--- src/rtl/mem_pkg.sv ---
// Shared types and encodings for the RV32I memory stage: FSM states,
// result-source selects, load/store funct3 codes and the access-fault rule.
package mem_pkg;

    typedef enum logic [1:0] {
        ST_IDLE = 2'd0,
        ST_REQ  = 2'd1,
        ST_WAIT = 2'd2
    } mem_state_t;

    localparam logic [1:0] RES_ALU  = 2'b00;
    localparam logic [1:0] RES_LOAD = 2'b01;
    localparam logic [1:0] RES_PC4  = 2'b10;

    localparam logic [2:0] F3_LB  = 3'b000;
    localparam logic [2:0] F3_LH  = 3'b001;
    localparam logic [2:0] F3_LW  = 3'b010;
    localparam logic [2:0] F3_LBU = 3'b100;
    localparam logic [2:0] F3_LHU = 3'b101;
    localparam logic [2:0] F3_SB  = 3'b000;
    localparam logic [2:0] F3_SH  = 3'b001;
    localparam logic [2:0] F3_SW  = 3'b010;

    // Misalignment depends only on the size bits; LHU shares LH's size code.
    function automatic logic mem_fault(input logic       is_store,
                                       input logic [2:0] funct3,
                                       input logic [1:0] addr_lo);
        logic illegal;
        logic misaligned;
        if (is_store) illegal = (funct3 > F3_SW);
        else          illegal = (funct3 == 3'b011) || (funct3[2:1] == 2'b11);
        case (funct3[1:0])
            2'b01:   misaligned = addr_lo[0];
            2'b10:   misaligned = (addr_lo != 2'b00);
            default: misaligned = 1'b0;
        endcase
        return illegal | misaligned;
    endfunction

endpackage

--- src/rtl/lsu_align.sv ---
// Combinational lane steering: store byte enables / replicated write data,
// load byte/half extraction with sign or zero extension, and fault detection.
module lsu_align import mem_pkg::*; (
    input  logic        i_is_store,
    input  logic [2:0]  i_funct3,
    input  logic [1:0]  i_addr_lo,
    input  logic [31:0] i_wdata,
    input  logic [31:0] i_rdata,
    output logic [3:0]  o_be,
    output logic [31:0] o_wdata,
    output logic [31:0] o_load_data,
    output logic        o_fault
);

    logic [7:0]  w_byte;
    logic [15:0] w_half;

    assign o_fault = mem_fault(i_is_store, i_funct3, i_addr_lo);
    assign w_half  = i_addr_lo[1] ? i_rdata[31:16] : i_rdata[15:0];

    always_comb begin
        w_byte = i_rdata[7:0];
        case (i_addr_lo)
            2'd1:    w_byte = i_rdata[15:8];
            2'd2:    w_byte = i_rdata[23:16];
            2'd3:    w_byte = i_rdata[31:24];
            default: w_byte = i_rdata[7:0];
        endcase
    end

    // Sub-word stores replicate the datum so every enabled lane sees it.
    always_comb begin
        o_be    = 4'b1111;
        o_wdata = i_wdata;
        case (i_funct3[1:0])
            2'b00: begin
                o_be    = 4'b0001 << i_addr_lo;
                o_wdata = {4{i_wdata[7:0]}};
            end
            2'b01: begin
                o_be    = 4'b0011 << {i_addr_lo[1], 1'b0};
                o_wdata = {2{i_wdata[15:0]}};
            end
            default: ;
        endcase
    end

    always_comb begin
        o_load_data = i_rdata;
        case (i_funct3)
            F3_LB:   o_load_data = {{24{w_byte[7]}}, w_byte};
            F3_LH:   o_load_data = {{16{w_half[15]}}, w_half};
            F3_LBU:  o_load_data = {24'h0, w_byte};
            F3_LHU:  o_load_data = {16'h0, w_half};
            default: o_load_data = i_rdata;
        endcase
    end

endmodule

--- src/rtl/memory_access.sv ---
// RV32I memory stage: EX/MEM register, ready/valid data-memory access FSM,
// load data latch and writeback presentation; stalls upstream while busy.
module memory_access import mem_pkg::*; #(
    parameter int DATA_WIDTH    = 32,
    parameter int ADDRESS_WIDTH = 32
) (
    input  logic                     clk,
    input  logic                     rst_n,
    input  logic                     valid_e,
    input  logic                     reg_write_e,
    input  logic                     mem_write_e,
    input  logic [1:0]               res_src_e,
    input  logic [2:0]               funct3_e,
    input  logic [DATA_WIDTH-1:0]    alu_result_e,
    input  logic [DATA_WIDTH-1:0]    write_data_e,
    input  logic [4:0]               rd_e,
    input  logic [ADDRESS_WIDTH-1:0] pc_plus4_e,
    output logic                     dmem_req,
    output logic                     dmem_we,
    output logic [ADDRESS_WIDTH-1:0] dmem_addr,
    output logic [3:0]               dmem_be,
    output logic [DATA_WIDTH-1:0]    dmem_wdata,
    input  logic                     dmem_ready,
    input  logic                     dmem_rvalid,
    input  logic [DATA_WIDTH-1:0]    dmem_rdata,
    output logic                     valid_m,
    output logic                     reg_write_m,
    output logic [1:0]               res_src_m,
    output logic [4:0]               rd_m,
    output logic [DATA_WIDTH-1:0]    alu_result_m,
    output logic [DATA_WIDTH-1:0]    read_data_m,
    output logic [ADDRESS_WIDTH-1:0] pc_plus4_m,
    output logic                     fault_m,
    output logic                     stall_m,
    output logic [1:0]               state_dbg
);

    // Handshake: a request transfers on any cycle where dmem_req & dmem_ready;
    // req and its address/be/wdata stay stable until then. A load response is
    // taken on dmem_rvalid only in WAIT, or in REQ together with dmem_ready.

    mem_state_t                r_state;
    logic                      r_valid;
    logic                      r_reg_write;
    logic                      r_mem_write;
    logic [1:0]                r_res_src;
    logic [2:0]                r_funct3;
    logic [DATA_WIDTH-1:0]     r_alu;
    logic [DATA_WIDTH-1:0]     r_wdata;
    logic [4:0]                r_rd;
    logic [ADDRESS_WIDTH-1:0]  r_pc4;
    logic [DATA_WIDTH-1:0]     r_rdata;

    logic                      w_memop_e;
    logic                      w_fault_e;
    logic                      w_memop_r;
    logic                      w_req;
    logic [3:0]                w_be;
    logic [DATA_WIDTH-1:0]     w_wdata;
    logic [DATA_WIDTH-1:0]     w_load_data;
    logic                      w_fault_r;

    // Capture-time fault check decides whether the FSM leaves IDLE at all.
    assign w_memop_e = valid_e & (mem_write_e | (res_src_e == RES_LOAD));
    assign w_fault_e = mem_fault(mem_write_e, funct3_e, alu_result_e[1:0]);
    assign w_memop_r = r_valid & (r_mem_write | (r_res_src == RES_LOAD));
    assign w_req     = (r_state == ST_REQ);

    lsu_align u_lsu_align (
        .i_is_store  (r_mem_write),
        .i_funct3    (r_funct3),
        .i_addr_lo   (r_alu[1:0]),
        .i_wdata     (r_wdata),
        .i_rdata     (dmem_rdata),
        .o_be        (w_be),
        .o_wdata     (w_wdata),
        .o_load_data (w_load_data),
        .o_fault     (w_fault_r)
    );

    always_ff @(posedge clk or negedge rst_n) begin
        if (!rst_n) begin
            r_state     <= ST_IDLE;
            r_valid     <= 1'b0;
            r_reg_write <= 1'b0;
            r_mem_write <= 1'b0;
            r_res_src   <= 2'b00;
            r_funct3    <= 3'b000;
            r_alu       <= '0;
            r_wdata     <= '0;
            r_rd        <= 5'd0;
            r_pc4       <= '0;
            r_rdata     <= '0;
        end else begin
            case (r_state)
                ST_IDLE: begin
                    r_valid     <= valid_e;
                    r_reg_write <= reg_write_e;
                    r_mem_write <= mem_write_e;
                    r_res_src   <= res_src_e;
                    r_funct3    <= funct3_e;
                    r_alu       <= alu_result_e;
                    r_wdata     <= write_data_e;
                    r_rd        <= rd_e;
                    r_pc4       <= pc_plus4_e;
                    r_rdata     <= '0;
                    if (w_memop_e && !w_fault_e) r_state <= ST_REQ;
                end
                ST_REQ: begin
                    if (dmem_ready) begin
                        if (r_mem_write) begin
                            r_state <= ST_IDLE;
                        end else if (dmem_rvalid) begin
                            r_rdata <= w_load_data;
                            r_state <= ST_IDLE;
                        end else begin
                            r_state <= ST_WAIT;
                        end
                    end
                end
                ST_WAIT: begin
                    if (dmem_rvalid) begin
                        r_rdata <= w_load_data;
                        r_state <= ST_IDLE;
                    end
                end
                default: r_state <= ST_IDLE;
            endcase
        end
    end

    assign dmem_req     = w_req;
    assign dmem_we      = w_req & r_mem_write;
    assign dmem_addr    = w_req ? {r_alu[ADDRESS_WIDTH-1:2], 2'b00} : '0;
    assign dmem_be      = w_req ? w_be : 4'b0000;
    assign dmem_wdata   = w_req ? w_wdata : '0;

    // R is only ever seen in IDLE after the instruction has finished.
    assign stall_m      = (r_state != ST_IDLE);
    assign valid_m      = r_valid & (r_state == ST_IDLE);
    assign fault_m      = valid_m & w_memop_r & w_fault_r;
    assign reg_write_m  = valid_m & r_reg_write & ~fault_m;
    assign res_src_m    = r_res_src;
    assign rd_m         = r_rd;
    assign alu_result_m = r_alu;
    assign read_data_m  = r_rdata;
    assign pc_plus4_m   = r_pc4;
    assign state_dbg    = r_state;

endmodule

--- config.mk ---
export PLATFORM = sky130hd
export DESIGN_NAME = memory_access
export DESIGN_NICKNAME = d
export VERILOG_FILES = /design/src/rtl/mem_pkg.sv /design/src/rtl/lsu_align.sv /design/src/rtl/memory_access.sv
export SDC_FILE = /design/constraint.sdc
export NUM_CORES = 1
export LEC_CHECK = 0
export BUFFER_PORTS_ARGS = -buffer_cell sky130_fd_sc_hd__buf_2
export CAP_MARGIN = 10
export CORE_AREA = 2 2 127 129
export CTS_CLUSTER_DIAMETER = 200
export DETAILED_ROUTE_END_ITERATION = 12
export DIE_AREA = 0 0 129 131
export PLACE_DENSITY = 0.76
export SKIP_LAST_GASP = 1
export SLEW_MARGIN = 20
export SYNTH_ARGS = -nofsm -noshare
export SYNTH_HDL_FRONTEND = slang
export SYNTH_SLANG_ARGS = --single-unit
--- constraint.sdc ---
create_clock -name clk -period 2.7 [get_ports clk]
set_input_delay 0.54 -clock clk [delete_from_list [all_inputs] [get_ports clk]]
set_output_delay 0.54 -clock clk [all_outputs]
set_load 0.02 [all_outputs]
==> out/results.tsv, run 1 <==
stage	metric	value	unit
run_status	run_status	finished, final reports clean	
critical_path	critical_path.startpoint	r_funct3[1]	
critical_path	critical_path_required	2.16	ns
yosys	synth_enable_flop_cells	0	
critical_path	r2r_setup_slack	0.46	ns
placement	io_buffers	321	
yosys	yosys.area_share.xor_xnor	0	
grt	grt_pass1_vias	5777	
power	combPwrFrac	0.508	
yosys	synth_area_per_cell	11.9	sq um
clocking	clkSinkCount	143	
yosys	synth-adder-area-share	0.0203	
yosys	synth_top_family_by_area	multiplexers	
critical_path	crit-reg2reg-launch	state_dbg[0]	
floorplan	floorplan.io_pins	324	
grt	largest_net_degree_at_the_start_of_global_routing	63	
power	intPower	7110	uW
floorplan	die_width	129	um
grt	grt_first_pass_wirelength	30.1	mm
layout	final_cells	1117	
critical_path	timing.critical_path.fanout_max	15	
yosys	synth-main-ff-cell	sky130_fd_sc_hd__dfrtp_1	
floorplan	placementRows	46	
yosys	synth_area	6780	sq um
power	vdd_ir_drop_max	0.702	mV
yosys	ys_seq_elements	143	
power	total_leakage_power	0.00467	uW
yosys	simple_gate_share_of_the_synthesized_area	0.0967	
critical_path	critPathArrivalTime	2.04	ns
layout	n_antenna_cell	0	
critical_path	critical_path_source_type	flop	
clocking	htree_num_levels	4	
route	drc_errors	0	
sta	layout_min_cycle_time	2.58	ns
yosys	ys_seq_area_frac	0.528	
floorplan	core	15600	sq um
clocking	cts_inserted_buffers	17	
layout	final_cell_area	9320	sq um
placement	dpl.hpwl	14.8	mm
clocking	cts_tree	done	
clocking	clkSlewWorstSetupHoldPaths	0.06	ns
route	ant_nets	0	
clocking	clk_path_buf_depth	2	
clocking	postCtsHoldBufs	0	
sta	worstMarginPinSlew	0.797	ns
sta	rsz_0062_raised_after_global_routing	true	
floorplan	floorplan_die_area	16900	sq um
clocking	cts.root.buffer_cell	sky130_fd_sc_hd__clkbuf_16	
layout	areaGrowthSynthToFinish	37.4	%
grt	grt_total_usage	0.231	
route	route.vias.total	5883	
yosys	synth_compound_gate_area_share	0.127	
run	count_of_max_cap_constraint_violations	0	
sta	fin_ws	0.119	ns
power	sw_frac_of_total	0.435	
placement	routabilityCongestion	0.849	
grt	global_route.overflow_total	0	
route	drt-initial-drc-count	303	
placement	dp_slack	0.427	ns
critical_path	timing.rr.end	read_data_m[25]	
floorplan	start_util	0.435	
layout	post-route-util	0.597	
sta	final.setup_skew	0.00762	ns
power	switching_power	5480	uW
power	sequential_share_of_power	0.306	
min_path	hp-class	in2async	
sta	finalSetupViolCount	0	
yosys	postSynthCellCount	569	
grt	grt_antenna_before_repair	0	
layout	layout-drive-gt1-share	0.559	
yosys	number_of_distinct_standard_cells_referenced_by_the_synthesized_netlist	44	
route	drtPass1Iterations	5	
route	wl_per_cell	17.8	um
sta	timing.slew.headroom	0.468	
clocking	number_of_buffers_inserted_to_repair_setup_after_cts	0	
power	power.share.clock	0.186	
clocking	clock_insertion_delay_worst_skew	0.43	ns
yosys	post_synth_mux_area_share	0.194	
critical_path	crit_type	reg2out	
sta	min_period_over_period	0.956	
layout	layout.nets	1044	
route	avgViaCountPerCell	5.27	
sta	timing_hold_violations_final	0	
power	power.density_cell_area	1350	nW/um^2
sta	maxSlewViolCount	0	
yosys	share_of_flip_flops_with_an_asynchronous_set_or_reset	1.00	
floorplan	die_height	131	um
critical_path	worstSetupEndpointType	primary output	
critical_path	reg2regPathDepth	6	
route	routed_wirelength	19.8	mm
placement	postPlaceCellArea	8670	sq um
sta	timing.setup.tns	0	ns
sta	max_clock_freq	0.387	GHz
placement	place.detailed.instances	1085	
yosys	ys.warnings.count	0	
-- cell usage in the layout, fill, tap and decap left out, types with 2 or more instances in the layout --
| cell type | n |
|---|---|
| sky130_fd_sc_hd__inv_6 | 4 |
| sky130_fd_sc_hd__a221o_1 | 23 |
| sky130_fd_sc_hd__o221ai_1 | 2 |
| sky130_fd_sc_hd__ha_4 | 2 |
| sky130_fd_sc_hd__nand2b_1 | 3 |
| sky130_fd_sc_hd__a221oi_1 | 7 |
| sky130_fd_sc_hd__clkinv_4 | 2 |
| sky130_fd_sc_hd__clkbuf_16 | 17 |
| sky130_fd_sc_hd__nand2_1 | 31 |
| sky130_fd_sc_hd__a22oi_1 | 17 |
| sky130_fd_sc_hd__buf_2 | 320 |
| sky130_fd_sc_hd__o21ai_0 | 23 |
| sky130_fd_sc_hd__mux2_2 | 114 |
| sky130_fd_sc_hd__a21oi_1 | 26 |
| sky130_fd_sc_hd__clkinvlp_4 | 2 |
| sky130_fd_sc_hd__conb_1 | 2 |
| sky130_fd_sc_hd__buf_6 | 2 |
| sky130_fd_sc_hd__nor2_1 | 26 |
| sky130_fd_sc_hd__clkbuf_8 | 3 |
| sky130_fd_sc_hd__nor3b_1 | 5 |
| sky130_fd_sc_hd__nor3b_2 | 6 |
| sky130_fd_sc_hd__nor2b_1 | 3 |
| sky130_fd_sc_hd__inv_8 | 2 |
| sky130_fd_sc_hd__dfrtp_1 | 143 |
| sky130_fd_sc_hd__and2_1 | 42 |
| sky130_fd_sc_hd__inv_1 | 13 |
| sky130_fd_sc_hd__ha_1 | 8 |
| sky130_fd_sc_hd__o211ai_1 | 7 |
| sky130_fd_sc_hd__buf_4 | 18 |
-- state kept, by name, indices dropped and copies added (netlist names) --
register and flops:
rd_m 5, r_valid 1, res_src_m 2, read_data_m 32, r_mem_write 1, r_funct3 3, pc_plus4_m 32, state_dbg 2
alu_result_m 32, r_reg_write 1, r_wdata 32
-- synth_stat cells, types with 2 or more instances --
cell type | n | share of area
sky130_fd_sc_hd__a21oi_1 | 26 | 0.019
sky130_fd_sc_hd__a221o_1 | 24 | 0.035
sky130_fd_sc_hd__a221oi_1 | 7 | 0.0090
sky130_fd_sc_hd__a22oi_1 | 17 | 0.019
sky130_fd_sc_hd__and2_1 | 42 | 0.039
sky130_fd_sc_hd__buf_1 | 8 | 0.0044
sky130_fd_sc_hd__buf_2 | 2 | 0.0015
sky130_fd_sc_hd__buf_4 | 3 | 0.0033
sky130_fd_sc_hd__clkbuf_1 | 28 | 0.016
sky130_fd_sc_hd__dfrtp_1 | 143 | 0.53
sky130_fd_sc_hd__ha_1 | 11 | 0.020
sky130_fd_sc_hd__inv_1 | 13 | 0.0072
sky130_fd_sc_hd__mux2_2 | 114 | 0.19
sky130_fd_sc_hd__nand2_1 | 32 | 0.018
sky130_fd_sc_hd__nand2b_1 | 3 | 0.0028
sky130_fd_sc_hd__nor2_1 | 27 | 0.015
sky130_fd_sc_hd__nor2b_1 | 3 | 0.0028
sky130_fd_sc_hd__nor3b_1 | 11 | 0.012
sky130_fd_sc_hd__o211ai_1 | 7 | 0.0078
sky130_fd_sc_hd__o21ai_0 | 23 | 0.017
sky130_fd_sc_hd__o221ai_1 | 2 | 0.0026
-- kinds of logic (layout without fill, tap and decap cells) --
kind of cell / after synthesis / count (layout)
and+or+nand+nor: 123 / 123
other: 1 / 2
adders and majority gates: 11 / 11
muxes: 116 / 116
DFF: 143 / 143
AOI/OAI and AO/OA: 120 / 120
buffers and inverters: 55 / 386
-- area by class of cell --
type | count | area [sq um]
well taps | 216 | 270
multi-input cells | 372 | 3050
inverters | 13 | 48.8
clock inverters | 12 | 125
repair buffers | 341 | 1780
fillers | 1337 | 6280
flip-flops and latches | 143 | 3580
clock buffers | 20 | 467
-- power by group through the flow --
stage,sequential (uW),clock (uW),combinational [uW]
after floorplan,4580,0,3460
after global placement,3840,0,6250
after detailed placement,3880,0,6340
after CTS,3860,2390,6370
after global routing,4000,2490,6890
final,3860,2340,6390
-- timing repair --
item                       in CTS  in global routing
gates resized for setup         1                 10
hold endpoints to repair        0                  0
setup endpoints to repair       8                 16
-- worst max path at each step --
| stage | endpoint | slack [ns] | cells after the start |
|---|---|---|---|
| 2_1_floorplan | dmem_be[3] | 0.04 | 8 |
| 3_3_place_gp | read_data_m[1] | 0.48 | 7 |
| 3_5_place_dp | dmem_wdata[13] | 0.43 | 8 |
| 4_1_cts | dmem_wdata[20] | 0.05 | 9 |
| 5_1_grt | reg_write_m | -0.03 | 7 |
| 6_report | reg_write_m | 0.12 | 7 |
-- per-stage QoR --
step / power [uW] / hold slack [ns]
4_1_cts: 12600 / 0.0844
3_3_place_gp: 10100 / 0.466
6_report: 12600 / 0.0776
2_1_floorplan: 8040 / 0.244
3_5_place_dp: 10200 / 0.472
5_1_grt: 13400 / 0.111
-- layer usage --
layer	track usage	vias to the layer above	share of wire
li1	-	2687	-
met1	0.278	2883	0.39
met2	0.399	276	0.51
met3	0.0631	37	0.076
met4	0.0818	0	0.024
met5	0	-	0
-- worst max-delay path, cell delays in order, from the launching register on --
cell and delay, ns:
sky130_fd_sc_hd__dfrtp_1 0.34, sky130_fd_sc_hd__buf_4 0.24, sky130_fd_sc_hd__ha_1 0.23, sky130_fd_sc_hd__o21ai_0 0.11, sky130_fd_sc_hd__a21bo_2 0.22, sky130_fd_sc_hd__a31oi_2 0.25, sky130_fd_sc_hd__nor2_1 0.07, sky130_fd_sc_hd__buf_2 0.16
No activity file was read; power rests on OpenSTA's default activity.
==> inputs of run 2 (changes only) <==
--- a/config.mk
+++ b/config.mk
@@ -5,13 +5,14 @@
 export SDC_FILE = /design/constraint.sdc
 export NUM_CORES = 1
 export LEC_CHECK = 0
+export ABC_AREA = 1
 export BUFFER_PORTS_ARGS = -buffer_cell sky130_fd_sc_hd__buf_2
 export CAP_MARGIN = 10
-export CORE_AREA = 2 2 127 129
+export CORE_MARGIN = 2
+export CORE_UTILIZATION = 48
 export CTS_CLUSTER_DIAMETER = 200
 export DETAILED_ROUTE_END_ITERATION = 12
-export DIE_AREA = 0 0 129 131
-export PLACE_DENSITY = 0.76
+export PLACE_DENSITY = 0.81
 export SKIP_LAST_GASP = 1
 export SLEW_MARGIN = 20
 export SYNTH_ARGS = -nofsm -noshare
==> run 2 against run 1 <==
Against the previous run:
- sequential cell count unchanged
- worst hold slack got worse by 0.053 ns
- cell count increased by 29%
- design area increased by 3.0%
- critical path type unchanged
- wire length increased by 14%
- area after synthesis increased by 5.6%
- sequential power decreased by 2%
- register-to-register slack improved by 0.03 ns
- critical endpoint is now dmem_wdata[30]
- first-iteration DRC count increased by 110%
- core utilization increased by 6.3 points
==> out/results.tsv, run 2 <==
stage	metric	value	unit	change
layout	final_common_cell	sky130_fd_sc_hd__nand2_1		
yosys	ys_seq_elements	143		unchanged
power	intPower	7010	uW	-1.4%
yosys	ys_seq_area_frac	0.500		-0.0281
critical_path	crit_type	reg2out		
critical_path	cpMaxStageDelayCell	sky130_fd_sc_hd__dfrtp_1		
yosys	number_of_distinct_standard_cells_referenced_by_the_synthesized_netlist	32		-27%
power	power.density_cell_area	1470	nW/um^2	+8.5%
floorplan	die_width	126	um	-2.2%
grt	grt_total_usage	0.282		+0.0517
layout	n_antenna_cell	0		unchanged
yosys	synth_area_per_cell	7.59	sq um	-36%
clocking	htree_num_levels	4		unchanged
yosys	synth_area	7160	sq um	+5.6%
critical_path	worst_path_dominant_cell_family	buffers and inverters		
critical_path	critPathArrivalTime	2.10	ns	+0.06 ns
placement	dp_slack	0.329	ns	-0.0985 ns
route	routed_wirelength	22.6	mm	+14%
clocking	cts_tree	done		
critical_path	path_buf_inv	4		+2
power	vdd_ir_drop_max	0.740	mV	+5.5%
sta	worstMarginPinSlew	0.637	ns	-0.160 ns
sta	rsz_0062_raised_after_global_routing	true		
layout	areaGrowthSynthToFinish	33.9	%	
clocking	clkSinkCount	143		unchanged
clocking	cts.root.buffer_cell	sky130_fd_sc_hd__clkbuf_16		
run_status	run_status	finished, final reports clean		
grt	grt_first_pass_wirelength	35.4	mm	+18%
run	count_of_max_cap_constraint_violations	0		unchanged
power	combPwrFrac	0.565		+0.057
critical_path	worstSetupEndpointType	primary output		
yosys	synth_commonest_cells	sky130_fd_sc_hd__nand2_1 (433), sky130_fd_sc_hd__dfrtp_1 (143), sky130_fd_sc_hd__inv_1 (101)		
yosys	synth_largest_type_area_fraction	0.500		-0.0281
placement	dpl.hpwl	16.6	mm	+12%
floorplan	floorplan_die_area	15900	sq um	-5.8%
floorplan	die_height	126	um	-3.7%
sta	layout_min_cycle_time	2.64	ns	+0.0545 ns
clocking	cts_inserted_buffers	17		unchanged
sta	fin_ws	0.0645	ns	-0.0545 ns
route	drt-initial-drc-count	623		+110%
power	power.share.clock	0.167		-0.019
sta	timing.setup.tns	0	ns	unchanged
critical_path	cp_slowest_stage_delay	0.40	ns	+0.06 ns
yosys	most_area_hungry_cell_type_in_the_yosys_netlist	sky130_fd_sc_hd__dfrtp_1		
sta	timing_hold_violations_final	0		unchanged
min_path	hp-class	in2async		
route	drc_errors	0		unchanged
sta	finalSetupViolCount	0		unchanged
layout	layout.nets	1403		+34%
power	total_leakage_power	0.00578	uW	+24%
yosys	share_of_flip_flops_with_an_asynchronous_set_or_reset	1.00		unchanged
critical_path	timing.critical_path.fanout_max	9		-6
sta	maxSlewViolCount	0		unchanged
route	wl_per_cell	15.7	um	-12%
route	drtPass1Iterations	5		unchanged
layout	regArea	3580	sq um	unchanged
critical_path	crit_path_cell_trace	inv_1 > ha_2 > buf_4 > inv_1 > o22ai_1 > o21ai_1 > a21oi_1 > buf_2		
layout	most-common-layout-cells	sky130_fd_sc_hd__nand2_1 (433), sky130_fd_sc_hd__buf_2 (319), sky130_fd_sc_hd__dfrtp_1 (143), sky130_fd_sc_hd__inv_1 (100), sky130_fd_sc_hd__o21ai_0 (57)		
layout	layout-drive-gt1-share	0.323		-0.236
sta	final.setup_skew	0.00807	ns	+0.000443 ns
yosys	ys.warnings.count	0		unchanged
grt	largest_net_degree_at_the_start_of_global_routing	144		+130%
power	switching_power	7050	uW	+29%
clocking	clock_insertion_delay_worst_skew	0.42	ns	about the same
floorplan	placementRows	44		-4.3%
sta	timing.slew.headroom	0.574		+0.106
grt	global_route.overflow_total	0		unchanged
floorplan	floorplan.io_pins	324		unchanged
route	route.vias.total	7349		+25%
power	sequential_share_of_power	0.268		-0.038
critical_path	timing.critical_path.mode_cell	sky130_fd_sc_hd__inv_1		
power	totalPowerFinal	14100	uW	+12%
layout	final_cells	1443		+29%
yosys	count_leader_synth	sky130_fd_sc_hd__nand2_1		
sta	hold-worst-slack	0.0246	ns	-0.0530 ns
placement	routabilityCongestion	0.936		+10%
yosys	synth.top_cells.by_area	sky130_fd_sc_hd__dfrtp_1 (50%), sky130_fd_sc_hd__nand2_1 (23%), sky130_fd_sc_hd__inv_1 (5.3%)		
sta	min_period_over_period	0.976		+0.0202
clocking	clk_path_buf_depth	2		unchanged
route	avgViaCountPerCell	5.09		-3.3%
power	sw_frac_of_total	0.501		+0.0661
placement	place.detailed.instances	1410		+30%
layout	multiInputGateArea	2990	sq um	-1.8%
floorplan	core	14500	sq um	-6.8%
sta	max_clock_freq	0.379	GHz	-2.1%
placement	io_buffers	321		unchanged
yosys	postSynthCellCount	944		+66%
clocking	clkSlewWorstSetupHoldPaths	0.06	ns	about the same
yosys	synth_enable_flop_cells	0		unchanged
critical_path	critical_path_required	2.16	ns	about the same
floorplan	start_util	0.493		+0.0581
grt	grt_pass1_vias	6916		+20%
layout	fill_cells	1269		-5.1%
yosys	synth-main-ff-cell	sky130_fd_sc_hd__dfrtp_1		
grt	grt_antenna_before_repair	2		+2
critical_path	critical_path_source_type	flop		
route	ant_nets	0		unchanged
run 2: cell types whose count changed in the layout (fill, tap and decap cells not counted), sizes merged, moves of 20 or more:
cell / change
nand2: +402
mux2: -114
inv: +88
o21ai: +68
and2: -42
a221o: -24
nand3: +20
run 2: path summary, 6_finish.rpt:
| kind | slack [ns] | cells after the start | startpoint | endpoint |
|---|---|---|---|---|
| worst max-delay path | 0.06 | 8 | r_funct3[0] | dmem_wdata[30] |
| worst min-delay path | 0.02 | 1 | rst_n | r_wdata[20] |
| worst max register to register | 0.49 | 8 | state_dbg[1] | read_data_m[0] |
| worst min register to register | 0.46 | 2 | pc_plus4_m[0] | pc_plus4_m[0] |
| max in group asynchronous | 1.90 | 2 | rst_n | read_data_m[12] |
| min in group clk | 0.31 | 3 | alu_result_e[3] | alu_result_m[3] |
run 2: what timing repair did:
action | CTS | global route
buffers inserted | 1 | 0
endpoints found under the setup margin | 38 | 13
gates cloned | 0 | 1
gates resized for setup | 3 | 6
hold buffers | 0 | 0
run 2: cell type report:
cell class,count,area share
Clock inverter,11,0.0137
Tap cell,184,0.0240
Clock buffer,20,0.0476
Inverter,105,0.0416
Multi-Input combinational cell,642,0.312
Timing Repair Buffer,338,0.188
Sequential cell,143,0.373
run 2: metrics by stage:
step                      utilization  instance area (sq um)
after floorplan                     -                   7190
after global placement          0.615                   8940
after detailed placement        0.615                   8940
after CTS                       0.657                   9550
after global routing            0.660                   9590
final                           0.660                   9590
run 2: cells by family after synthesis:
family                     count (synthesis)  share of synthesized area
other                                      1                   0.000524
AOI/OAI and AO/OA                        153                      0.124
buffers and inverters                    160                     0.0919
DFF                                      143                      0.500
and+or+nand+nor                          476                      0.264
adders and majority gates                 11                     0.0192
run 2: worst reg2reg max path, cell delays in order, from the launching register on:
cell                       delay, ns
sky130_fd_sc_hd__dfrtp_1        0.42
sky130_fd_sc_hd__inv_1          0.13
sky130_fd_sc_hd__ha_4           0.29
sky130_fd_sc_hd__inv_6          0.16
sky130_fd_sc_hd__or2_4          0.17
sky130_fd_sc_hd__nand3_4        0.09
sky130_fd_sc_hd__nor2_4         0.51
sky130_fd_sc_hd__o211ai_1       0.27
sky130_fd_sc_hd__nand2_1        0.11
run 2: layer usage:
metal  GRT usage  share of wire  vias up
met5           0              0        -
met4       0.129          0.041        0
met3      0.0735          0.092       74
met2       0.476           0.49      391
met1       0.340           0.37     3360
li1            -              -     3524
run 2: power groups by stage:
stage	Combinational (uW)	Sequential, uW	Clock [uW]
final	7950	3770	2350
after global routing	8700	3880	2470
after detailed placement	7780	3760	0
after global placement	7640	3750	0
after floorplan	4490	4520	0
after CTS	7860	3750	2380
